`src/rtl/mips_mc_control.sv`:
```
// Multicycle MIPS control unit: Moore sequencer for fetch/decode/execute/memory/writeback
// plus the R-type ALU function decoder feeding the shared 32-bit ALU.
module mips_mc_control (
    input  logic       clk,
    input  logic       reset_n,
    input  logic [5:0] Op,
    input  logic [5:0] Funct,
    input  logic       Zero,
    output logic       PCEn,
    output logic       IorD,
    output logic       MemWrite,
    output logic       IRWrite,
    output logic       RegDst,
    output logic       MemtoReg,
    output logic       RegWrite,
    output logic       ALUSrcA,
    output logic [1:0] ALUSrcB,
    output logic [2:0] F,
    output logic [1:0] PCSrc,
    output logic       Illegal,
    output logic [3:0] State
);

    localparam logic [5:0] OP_RTYPE = 6'b000000;
    localparam logic [5:0] OP_LW    = 6'b100011;
    localparam logic [5:0] OP_SW    = 6'b101011;
    localparam logic [5:0] OP_BEQ   = 6'b000100;
    localparam logic [5:0] OP_BNE   = 6'b000101;
    localparam logic [5:0] OP_ADDI  = 6'b001000;
    localparam logic [5:0] OP_J     = 6'b000010;

    localparam logic [2:0] F_ADD = 3'b010;
    localparam logic [2:0] F_SUB = 3'b110;
    localparam logic [2:0] F_AND = 3'b000;
    localparam logic [2:0] F_OR  = 3'b001;
    localparam logic [2:0] F_SLT = 3'b111;

    typedef enum logic [3:0] {
        S_FETCH   = 4'd0,
        S_DECODE  = 4'd1,
        S_MEMADR  = 4'd2,
        S_MEMRD   = 4'd3,
        S_MEMWB   = 4'd4,
        S_MEMWR   = 4'd5,
        S_EXECUTE = 4'd6,
        S_ALUWB   = 4'd7,
        S_BRANCH  = 4'd8,
        S_ADDIEX  = 4'd9,
        S_ADDIWB  = 4'd10,
        S_JUMP    = 4'd11
    } state_e;

    state_e state_q, state_d;

    logic pc_write, branch, branch_ne, mem_write, ir_write, reg_write, illegal;

    // State register is the only storage in the block.
    always_ff @(posedge clk or negedge reset_n) begin
        if (!reset_n) state_q <= S_FETCH;
        else          state_q <= state_d;
    end

    // Next-state and Moore outputs; F additionally depends on Funct in EXECUTE.
    always_comb begin
        state_d   = S_FETCH;
        pc_write  = 1'b0;
        branch    = 1'b0;
        branch_ne = 1'b0;
        mem_write = 1'b0;
        ir_write  = 1'b0;
        reg_write = 1'b0;
        illegal   = 1'b0;
        IorD      = 1'b0;
        RegDst    = 1'b0;
        MemtoReg  = 1'b0;
        ALUSrcA   = 1'b0;
        ALUSrcB   = 2'b00;
        F         = F_ADD;
        PCSrc     = 2'b00;
        case (state_q)
            S_FETCH: begin
                state_d  = S_DECODE;
                ir_write = 1'b1;
                pc_write = 1'b1;
                ALUSrcB  = 2'b01;
            end
            S_DECODE: begin
                ALUSrcB = 2'b11;
                case (Op)
                    OP_LW, OP_SW:    state_d = S_MEMADR;
                    OP_RTYPE:        state_d = S_EXECUTE;
                    OP_BEQ, OP_BNE:  state_d = S_BRANCH;
                    OP_ADDI:         state_d = S_ADDIEX;
                    OP_J:            state_d = S_JUMP;
                    default:         illegal = 1'b1;
                endcase
            end
            S_MEMADR: begin
                state_d = (Op == OP_SW) ? S_MEMWR : S_MEMRD;
                ALUSrcA = 1'b1;
                ALUSrcB = 2'b10;
            end
            S_MEMRD: begin
                state_d = S_MEMWB;
                IorD    = 1'b1;
            end
            S_MEMWB: begin
                reg_write = 1'b1;
                MemtoReg  = 1'b1;
            end
            S_MEMWR: begin
                IorD      = 1'b1;
                mem_write = 1'b1;
            end
            S_EXECUTE: begin
                state_d = S_ALUWB;
                ALUSrcA = 1'b1;
                case (Funct)
                    6'b100000: F = F_ADD;
                    6'b100010: F = F_SUB;
                    6'b100100: F = F_AND;
                    6'b100101: F = F_OR;
                    6'b101010: F = F_SLT;
                    default:   illegal = 1'b1;
                endcase
            end
            S_ALUWB: begin
                reg_write = 1'b1;
                RegDst    = 1'b1;
            end
            S_BRANCH: begin
                ALUSrcA   = 1'b1;
                F         = F_SUB;
                PCSrc     = 2'b01;
                branch    = (Op == OP_BEQ);
                branch_ne = (Op == OP_BNE);
            end
            S_ADDIEX: begin
                state_d = S_ADDIWB;
                ALUSrcA = 1'b1;
                ALUSrcB = 2'b10;
            end
            S_ADDIWB: reg_write = 1'b1;
            S_JUMP: begin
                pc_write = 1'b1;
                PCSrc    = 2'b10;
            end
            default: state_d = S_FETCH;
        endcase
    end

    // Write enables are held off while reset is asserted so an abandoned instruction never commits.
    assign PCEn     = reset_n & (pc_write | (branch & Zero) | (branch_ne & ~Zero));
    assign MemWrite = reset_n & mem_write;
    assign IRWrite  = reset_n & ir_write;
    assign RegWrite = reset_n & reg_write;
    assign Illegal  = reset_n & illegal;
    assign State    = 4'(state_q);

endmodule

```
`config.mk`:
```
export PLATFORM = sky130hd
export DESIGN_NAME = mips_mc_control
export DESIGN_NICKNAME = d
export VERILOG_FILES = /design/src/rtl/mips_mc_control.sv
export SDC_FILE = /design/constraint.sdc
export NUM_CORES = 1
export LEC_CHECK = 0
export ABC_CLOCK_PERIOD_IN_PS = 2300
export BUFFER_PORTS_ARGS = -buffer_cell sky130_fd_sc_hd__buf_2
export CAP_MARGIN = 20
export CORE_MARGIN = 2
export CORE_UTILIZATION = 35
export DETAILED_ROUTE_END_ITERATION = 10
export PLACE_DENSITY = 0.68
export SKIP_CTS_REPAIR_TIMING = 1
export SLEW_MARGIN = 20
export SYNTH_ARGS = -nofsm -noshare
export SYNTH_HDL_FRONTEND = slang
export SYNTH_SLANG_ARGS = --single-unit
```
`constraint.sdc`:
```
create_clock -name clk -period 2.3 [get_ports clk]
set_input_delay 0.46 -clock clk [delete_from_list [all_inputs] [get_ports clk]]
set_output_delay 0.46 -clock clk [all_outputs]
set_load 0.02 [all_outputs]
```
## Word level (Yosys, flattened, before mapping)

Index checks and enable logic that the tools add are counted.

- Bits in registers: 4
- Logic and storage cells: 64
- Input port bits: 15
- Output and inout bits: 20

- Equality and inequality tests: 22
- Muxes and demuxes: 20
- Bitwise operators: 10
- Reductions and logical operators: 11

Operator list:

| kind | number |
|---|---|
| $eq A6 B6 Y1 const B | 7 |
| $pmux W4 S6 | 1 |
| $pmux W4 S5 | 1 |
| $eq A4 B3 Y1 const B | 4 |
| $eq A4 B4 Y1 const B | 4 |
| $eq A6 B3 Y1 const B | 2 |
| $mux W1 | 12 |
| $pmux W3 S4 | 1 |
| $reduce_or A2 Y1 | 5 |
| $eq A4 B2 Y1 const B | 2 |
| $and A1 B1 Y1 | 7 |
| $reduce_or A7 Y1 | 1 |
| $eq A6 B2 Y1 const B | 1 |
| $eq A6 B4 Y1 const B | 1 |
| $logic_not A6 Y1 | 1 |
| $pmux W2 S3 | 1 |
| $pmux W3 S2 | 1 |
| $reduce_or A5 Y1 | 1 |
| $eq A4 B1 Y1 const B | 1 |
| $logic_not A4 Y1 | 1 |
| $pmux W2 S2 | 1 |
| $reduce_or A4 Y1 | 1 |
| $mux W3 | 1 |
| $reduce_or A3 Y1 | 1 |
| other kinds (3) | 4 |

## Logic depth before layout (Yosys ltp)

Gate-level depths: netlist of the first run.

- Depth in word-level cells: 6
- Mapped depth: 4
- Gate-level depth less buffers: 3

## Least setup slack after synthesis of the first run

Ideal clock, no wire load.

- Path kind: register to output
- Start: register state_q[0], in the netlist State[0]
- End: output F[2]
- Buffers on the path: 0
- Cell stages (with the launch flop): 4
- Data arrival time: 1.564 ns
- Path slack: 0.276 ns
- Path through: dfrtp_1 nand2b_1 or4b_1 o21ai_1

- Cells in the longest elaborated chain, start to end: 2
- Elaborated cells on any way between the ends: 3
- Those cells by class: eq/ne: 2; mux: 1

Ends and longest elaborated chain:

| item | RTL line | text |
|---|---|---|
| from (decl) | 53 | `state_e state_q, state_d;` |
| from (signal assigned) | 60 | `else state_q <= state_d;` |
| $eq A4 B4 Y1 / $eq A4 B3 Y1 (equally long branches) | 80 | `case (state_q)` |
| $pmux W3 S2 * | 80 |  |
| to (decl) | 18 | `output logic [2:0] F,` |

Every way passes the cells marked *; elsewhere a longest branch is shown, timed or not.

## Worst setup path in the final report of the first run

- Start: register state_q[0], in the netlist State[0]
- End: output PCEn

- Cells in the longest elaborated chain, start to end: 6
- Elaborated cells on any way between the ends: 12
- Those cells by class: eq/ne: 2; mux: 3; bitwise: 5; reduce/logical: 2

Ends and longest elaborated chain:

| item | RTL line | text |
|---|---|---|
| $eq A4 B4 Y1 / $logic_not A4 Y1 (equally long branches) | 80 |  |
| $reduce_or A2 Y1 (no line) / $mux W1 (equally long branches) | n/a |  |
| $mux W1 / $and A1 B1 Y1 (equally long branches) | 80, 153 |  |
| $or A1 B1 Y1 | 153 | `assign PCEn = reset_n & (pc_write \| (branch & Zero) \| (branch_ne & ~Zero));` |
| $or A1 B1 Y1 * | 153 |  |
| $and A1 B1 Y1 * | 153 |  |
| to (decl) | 9 | `output logic PCEn,` |

Marks and branches as above.

==> impl_metrics.toml, run 1 <==
[run_status]
status = "finished clean"

[critical_path]
endpoint_kind = "primary output"
slowest_delay_ns = 0.57
crit_slowest_cell = "or4b_4"
critPathArrivalTime_ns = 1.77
required_ns = 1.84
crit_type = "reg -> out"
cp_max_fo = 8
worstPathCellList = "or4b_4, and4b_1, o21a_1, buf_2"
start_kind = "register"

[grt]
grt_antenna_before_repair = 0
overflow = 0
grt_max_degree = 13
grt_pass1_wl_um = 2450
grt_pass1_vias = 611
grt_util_all_layers_pct = 16.8

[yosys]
syn-instance-count = 79
synth_ff_type = "dfrtp_1"
synth_top_area_share_pct = 17.9
synth_area_um2 = 559
synth_area_per_cell_um2 = 7.08
ys_warn_count = 0
synth.area.top_cells = "dfrtp_1 18%, nor2_1 6.0%, nand2b_1 5.6%"
ys_types = 35
synthesis.nets = 94
ys_seq_area_share_pct = 17.9
synth_largest_area_cell = "dfrtp_1"
async_reset_ff_share_pct = 100
synth-seq-cells = 4
synth_edf_count = 0

[timing]
fin_setup_tns_ns = 0
worstMarginPinSlew_ns = 0.511
finalCritPeriodShare_pct = 97.0
maxSlewViolCount = 0
fmax_mhz = 448
setup_slack_ns = 0.0700
setup_viol = 0
slew_headroom_pct = 65.6
hold_violations = 0
rsz0062_at_grt = "false"
worst_clock_skew_ns = 0.00326
period_needed_ns = 2.23

[finish]
nets = 135
seq_area_um2 = 103
syn2layout_area_growth_pct = 44.1
fill_cells = 163
drive_gt1_share_pct = 39.8
insertedDiodeCount = 0
multiInputGateArea_um2 = 430
largest_reg_flops = 4

[placement]
place_ws_ns = 0.303
portBuffers = 34
hpwl_um = 1230
gp_congestion = 0.794

[power_and_ir_drop]
power.density_nw_per_um2 = 909
p_leak_nw = 0.378
peakVddDrop_mv = 0.299

[floorplanning]
ios = 35
die_y_um = 44.0
std_cell_rows = 14
die_width_um = 44.0
initial_utilization_pct = 37.1
die_area_um2 = 1930
coreArea_um2 = 1510

[clocking]
clock_latency_ns = 0.24
cts_tree = "yes"
cts_buffer_depth = 2
cts-htree-levels = 1
cts_root_buf = "clkbuf_4"
clkTransAtPathRegs_ns = 0.04
clock-sinks = 4
cts_buffers = 3

[worst_hold_path]
worst_hold_path_type = "in -> async"

[routing]
detail-route-antenna-nets = 0
drtIter0Drc = 12
post_drt_wl_per_cell_um = 11.8
first_pass_iters = 3
drcViolationCount = 0
vias = 742
routed_via_density = 5.54
wl_um = 1590

[flow_run]
cap_violations = 0
## worst paths after layout
kind | startpoint | endpoint | slack, ns | cells after the start
worst min register to register | State[3] | State[0] | 0.61 | 1
worst min-delay path | reset_n | State[1] | 0.06 | 1
min in group clk | Op[2] | State[3] | 0.54 | 3
worst max register to register | State[2] | State[1] | 1.09 | 4
max in group asynchronous | reset_n | State[0] | 2.06 | 1
worst max-delay path | State[0] | PCEn | 0.07 | 4
## logic make-up after synthesis
group,synth area share (%)
AO/OA/AOI/OAI,26.0
XOR/XNOR,4.70
flip-flops,17.9
AND/OR/NAND/NOR,46.3
buffers and inverters,5.15
## worst max-delay path: cells and delay by family, from the launching register on
family,cells,cell delay (ns)
compound gates,1,0.11
buf+inv,1,0.15
flops,1,0.44
simple gates,2,0.83
## Yosys cell counts, types with 3 or more instances
| library cell | number |
|---|---|
| nand2_1 | 4 |
| nor2_1 | 9 |
| o21ai_0 | 4 |
| clkbuf_1 | 3 |
| nand2b_1 | 5 |
| dfrtp_1 | 4 |
| a21oi_1 | 6 |
| nor3b_1 | 4 |
| nor3_1 | 5 |
## power by group
group          switching (mW)  total (mW)  internal [mW]
sequential             0.0382       0.132         0.0942
clock                  0.0332      0.0919         0.0587
combinational           0.289       0.508          0.219
## through the flow
stage / cell area [um2] / std cells / total power, mW / hold WS [ns] / util, %
3_3_place_gp: 758 / 128 / 0.600 / 0.308 / 50.3
6_report: 806 / 134 / 0.732 / 0.0559 / 53.5
2_1_floorplan: 559 / 79 / 0.448 / 0.164 / -
3_5_place_dp: 758 / 128 / 0.605 / 0.308 / 50.3
5_1_grt: 806 / 134 / 0.787 / 0.0697 / 53.5
4_1_cts: 781 / 131 / 0.695 / 0.0597 / 51.8
## final cells by class
cell class	instances	area share [%]
multi-input combinational	68	53.4
sequential	4	12.7
clock buffer	3	2.80
timing repair buffer	41	27.6
inverter	2	0.932
tap	16	2.48
## placed cells by master, fill, tap and decap left out, drive strengths merged, types with 3 or more instances in the layout
cell    instances
clkbuf          3
dfrtp           4
nor2            9
o21ai           5
nand2b          5
a21oi           6
buf            41
nor3            5
nor3b           4
nand2           4
## layer usage
| layer | GRT usage [%] | part of all wire (%) | vias up | wire [um] |
|---|---|---|---|---|
| li1 | - | - | 378 | - |
| met1 | 21.5 | 46 | 344 | 723 |
| met2 | 27.6 | 49 | 18 | 772 |
| met3 | 2.50 | 4.7 | 2 | 74 |
| met4 | 7.27 | 0.88 | 0 | 14 |
| met5 | 0 | 0 | - | 0 |
(Power assumes the default switching activity.)
==> run 2: changes to the inputs <==
--- a/config.mk
+++ b/config.mk
@@ -5,7 +5,7 @@
 export SDC_FILE = /design/constraint.sdc
 export NUM_CORES = 1
 export LEC_CHECK = 0
-export ABC_CLOCK_PERIOD_IN_PS = 2300
+export ABC_CLOCK_PERIOD_IN_PS = 2400
 export BUFFER_PORTS_ARGS = -buffer_cell sky130_fd_sc_hd__buf_2
 export CAP_MARGIN = 20
 export CORE_MARGIN = 2
==> constraint.sdc (replaced) <==
create_clock -name clk -period 2.4 [get_ports clk]
set_input_delay 0.48 -clock clk [delete_from_list [all_inputs] [get_ports clk]]
set_output_delay 0.48 -clock clk [all_outputs]
set_load 0.02 [all_outputs]
==> impl_metrics.toml, run 2 (same netlist as run 1, synthesis figures left out) <==
[run_status]
status = "finished clean"

[clocking]
cts_buffers = 3
clkTransAtPathRegs_ns = 0.04
clock-sinks = 4
clock_latency_ns = 0.24
cts-htree-levels = 1
cts_buffer_depth = 2
cts_tree = "yes"
cts_root_buf = "clkbuf_4"

[floorplanning]
die_y_um = 44.0
die_area_um2 = 1930
die_width_um = 44.0
std_cell_rows = 14
coreArea_um2 = 1510
ios = 35
initial_utilization_pct = 37.1

[timing]
worst_clock_skew_ns = 0.0000744
worstMarginPinSlew_ns = 0.518
maxSlewViolCount = 0
finalCritPeriodShare_pct = 95.1
period_needed_ns = 2.28
setup_viol = 0
fmax_mhz = 438
rsz0062_at_grt = "false"
fin_setup_tns_ns = 0
slew_headroom_pct = 65.2
hold_violations = 0
setup_slack_ns = 0.117

[flow_run]
cap_violations = 0

[power_and_ir_drop]
p_leak_nw = 0.365
power.density_nw_per_um2 = 853
peakVddDrop_mv = 0.283

[worst_hold_path]
worst_hold_path_type = "in -> async"

[finish]
syn2layout_area_growth_pct = 39.6
insertedDiodeCount = 0
final_cell_mix = "34 x buf_2, 9 x nor2_1, 6 x a21oi_1, 5 x nor3_1, 5 x nand2b_1"
drive_gt1_share_pct = 36.5
multiInputGateArea_um2 = 430
seq_area_um2 = 100
fill_cells = 165
largest_reg_flops = 4
final_common_cell = "buf_2"
nets = 132

[grt]
overflow = 0
grt_antenna_before_repair = 0
grt_max_degree = 13
grt_pass1_vias = 611
grt_util_all_layers_pct = 16.8
grt_pass1_wl_um = 2450

[critical_path]
start_kind = "register"
required_ns = 1.92
reg2reg_slack_ns = 1.19
crit_slowest_cell = "or4b_4"
rr_endpoint = "State[1]"
endpoint_kind = "primary output"
worstPathCellList = "or4b_4, and4b_1, o21a_1, buf_2"
crit_type = "reg -> out"
reg2regPathDepth = 4
critPathArrivalTime_ns = 1.80
timing.rr.start = "State[0]"
cp_max_fo = 10
slowest_delay_ns = 0.57

[routing]
post_drt_wl_per_cell_um = 11.6
vias = 735
drcViolationCount = 0
drtIter0Drc = 13
routed_via_density = 5.61
first_pass_iters = 4
wl_um = 1520
detail-route-antenna-nets = 0

[placement]
place_ws_ns = 0.383
portBuffers = 34
hpwl_um = 1230
gp_congestion = 0.794
## run 2: cell types whose count changed in the layout (fill, tap and decap cells not counted), sizes merged
cell  delta
buf      -3
## run 2: report_power, final
part,switching (mW),internal (mW),leakage (nW)
Combinational,0.264,0.185,0.298
Sequential,0.0432,0.0871,0.0530
Clock,0.0298,0.0561,0.0138
## run 2: how the worst max path moves through the flow
| stage | start | to | slack, ns | cells after the start |
|---|---|---|---|---|
| after floorplan | State[0] | F[2] | 0.36 | 3 |
| after global placement | State[1] | PCEn | 0.39 | 4 |
| after detailed placement | State[0] | PCEn | 0.38 | 4 |
| after CTS | State[0] | PCEn | 0.12 | 4 |
| after global routing | State[1] | PCEn | 0.04 | 4 |
| final | State[1] | PCEn | 0.12 | 4 |
## run 2: area by class of cell
type	count	area share (%)
clock buffer	3	2.88
inverter	2	0.962
multi-input combinational	68	55.1
sequential	4	12.8
tap	16	2.56
timing repair buffer	38	25.6
## run 2: critical path, delay by kind of cell (launching register included)
kind,cells,cell delay (ns)
simple gates,2,0.83
flops,1,0.47
buf+inv,1,0.15
compound gates,1,0.11
## run 2: stage by stage
step	hold WS (ns)	power [mW]	utilization [%]	cell area [um2]	cells
after floorplan	0.184	0.429	-	559	79
after global placement	0.328	0.575	50.3	758	128
after detailed placement	0.328	0.580	50.3	758	128
after CTS	0.0797	0.666	51.8	781	131
after global routing	0.0884	0.717	51.8	781	131
final	0.0759	0.666	51.8	781	131
## run 2: layer usage
layer / routed length, um / part of all wire [%] / track usage [%]
met1: 685 / 45 / 21.5
met2: 727 / 48 / 27.6
met3: 91 / 6.0 / 2.50
met4: 14 / 0.92 / 7.27
met5: 0 / 0 / 0
==> run 3: changes to the inputs <==
--- a/config.mk
+++ b/config.mk
@@ -5,13 +5,14 @@
 export SDC_FILE = /design/constraint.sdc
 export NUM_CORES = 1
 export LEC_CHECK = 0
+export ABC_AREA = 1
 export ABC_CLOCK_PERIOD_IN_PS = 2400
 export BUFFER_PORTS_ARGS = -buffer_cell sky130_fd_sc_hd__buf_2
 export CAP_MARGIN = 20
 export CORE_MARGIN = 2
 export CORE_UTILIZATION = 35
 export DETAILED_ROUTE_END_ITERATION = 10
-export PLACE_DENSITY = 0.68
+export PLACE_DENSITY = 0.69
 export SKIP_CTS_REPAIR_TIMING = 1
 export SLEW_MARGIN = 20
 export SYNTH_ARGS = -nofsm -noshare
==> impl_metrics.toml, run 3 <==
[yosys]
synth_edf_count = 0
synth_area_um2 = 534
ys_warn_count = 0
synthXorXnorAreaFrac_pct = 1.64
syn-instance-count = 99
synthSimpleGateAreaFrac_pct = 56.2
yosysMostFrequentCell = "nor2_1"
synth_top_family_by_area = "simple AND/OR/NAND/NOR gates"
ys_seq_area_share_pct = 18.7
synth.area.top_cells = "dfrtp_1 19%, nor2_1 16%, inv_1 15%"
synth_largest_area_cell = "dfrtp_1"
synth-seq-cells = 4
synthAdderAreaFrac_pct = 0
ys_types = 15
synth_area_per_cell_um2 = 5.40
synthesis.nets = 114
synth-compound-area-share_pct = 7.96
async_reset_ff_share_pct = 100
synth_ff_type = "dfrtp_1"
synth_mux_area_share_pct = 0
synth_top_area_share_pct = 18.7
synth_common_cells = "23 x nor2_1, 22 x inv_1, 18 x nand2_1"

[routing]
post_drt_wl_per_cell_um = 8.93
drcViolationCount = 0
wl_um = 1360
drtIter0Drc = 19
routed_via_density = 4.73
first_pass_iters = 4
detail-route-antenna-nets = 0
vias = 719

[critical_path]
critical-path-top-delay-family = "buffers and inverters"
cp_max_fo = 4
worstPathCellList = "inv_1, nand2_1, inv_1, nand2_1, inv_1, nand3_1, a21oi_1, buf_2"
endpoint_kind = "primary output"
reg2regPathDepth = 5
slowest_delay_ns = 0.42
cpMostUsedCell = "inv_1"
crit_type = "reg -> out"
path_buf_inv = 4
required_ns = 1.92
start_kind = "register"
crit_slowest_cell = "dfrtp_1"
worst-path-stages = 8
cp-startpoint = "State[2]"
timing.rr.start = "State[1]"
critPathArrivalTime_ns = 1.52

[finish]
insertedDiodeCount = 0
final_cell_mix = "34 x buf_2, 23 x nor2_1, 22 x inv_1, 18 x nand2_1, 11 x nand3_1"
nets = 153
drive_gt1_share_pct = 30.9
final_common_cell = "buf_2"
fill_cells = 158
syn2layout_area_growth_pct = 39.8
largest_reg_flops = 4

[power_and_ir_drop]
power.total_uw = 691
p_clk_share_pct = 11.5
p_leak_nw = 0.498
power.internal_uw = 305
peakVddDrop_mv = 0.322
p_sw_share_pct = 55.8
p_sw_uw = 385
power.density_nw_per_um2 = 924
seqPwrFrac_pct = 18.1
pwr-share-comb_pct = 70.4

[timing]
setup_viol = 0
rsz0062_at_grt = "false"
hold_violations = 0
worstMarginPinSlew_ns = 0.228
fmax_mhz = 501
period_needed_ns = 2.00
worst_clock_skew_ns = 0.00355
maxSlewViolCount = 0
slew_headroom_pct = 84.8
whs_ns = 0.0614
fin_setup_tns_ns = 0
finalCritPeriodShare_pct = 83.1

[clocking]
cts_root_buf = "clkbuf_4"
cts_tree = "yes"
cts_buffer_depth = 2
cts_buffers = 3
clock_latency_ns = 0.23
clock-sinks = 4
cts-htree-levels = 1
clkTransAtPathRegs_ns = 0.04

[flow_run]
cap_violations = 0

[grt]
grt_antenna_before_repair = 0
grt_util_all_layers_pct = 15.6
grt_max_degree = 9
grt_pass1_wl_um = 2350
overflow = 0
grt_pass1_vias = 615

[floorplanning]
die_area_um2 = 1860
std_cell_rows = 14
ios = 35
die_y_um = 43.1
initial_utilization_pct = 36.3
coreArea_um2 = 1470
die_width_um = 43.1

[placement]
hpwl_um = 1200
gp_congestion = 0.907
portBuffers = 34

[worst_hold_path]
worst_hold_path_type = "in -> async"

[run_status]
status = "finished clean"
## run 3: cell types whose count changed after synthesis, moves of 4 or more
cell      change
nor3b_1       -4
nand2_1      +14
nand2b_1      -5
a21oi_1       -5
nor2_1       +14
nand4_1       +6
inv_1        +20
nand3_1       +9
nor3_1        -5
## run 3: worst paths after layout
path | endpoint | slack (ns)
worst max-delay path | PCEn | 0.40
worst min register to register | State[2] | 0.73
min in group clk | State[2] | 0.57
worst max register to register | State[2] | 1.30
worst min-delay path | State[0] | 0.06
max in group asynchronous | State[3] | 2.20
## run 3: logic make-up (layout without fill, tap and decap cells)
family,after synthesis,after routing
XOR/XNOR,1,1
AND/OR/NAND/NOR,64,64
buffers and inverters,22,59
AO/OA/AOI/OAI,8,8
flip-flops,4,4
## run 3: through the flow
stage	worst slack, ns	utilization [%]	std cells	cell area [um2]
2_1_floorplan	0.409	-	99	534
3_3_place_gp	0.562	49.2	149	724
3_5_place_dp	0.543	49.2	149	724
4_1_cts	0.392	50.8	152	747
5_1_grt	0.248	50.8	152	747
6_report	0.405	50.8	152	747
## run 3: layout make-up
class                           count  area [um2]  share of cell area (%)
Clock buffer                        3        22.5                    3.02
Inverter                           22        82.6                    11.1
Multi-Input combinational cell     73         352                    47.1
Sequential cell                     4         100                    13.4
Tap cell                           16        20.0                    2.68
Timing Repair Buffer               34         170                    22.8
## run 3: power by group through the flow
stage                     registers, mW  clock network, mW  logic [mW]
after floorplan                   0.150                  0       0.319
after global routing              0.131             0.0863       0.539
after global placement            0.127                  0       0.487
after detailed placement          0.126                  0       0.489
after CTS                         0.125             0.0821       0.490
final                             0.125             0.0793       0.486
## run 3: routing by layer
layer	wire length [um]	vias to the layer above	global-route usage, %
met2	636	25	29.1
met5	0	-	0
li1	-	389	-
met1	629	305	20.1
met3	91	0	0
met4	0	0	3.64
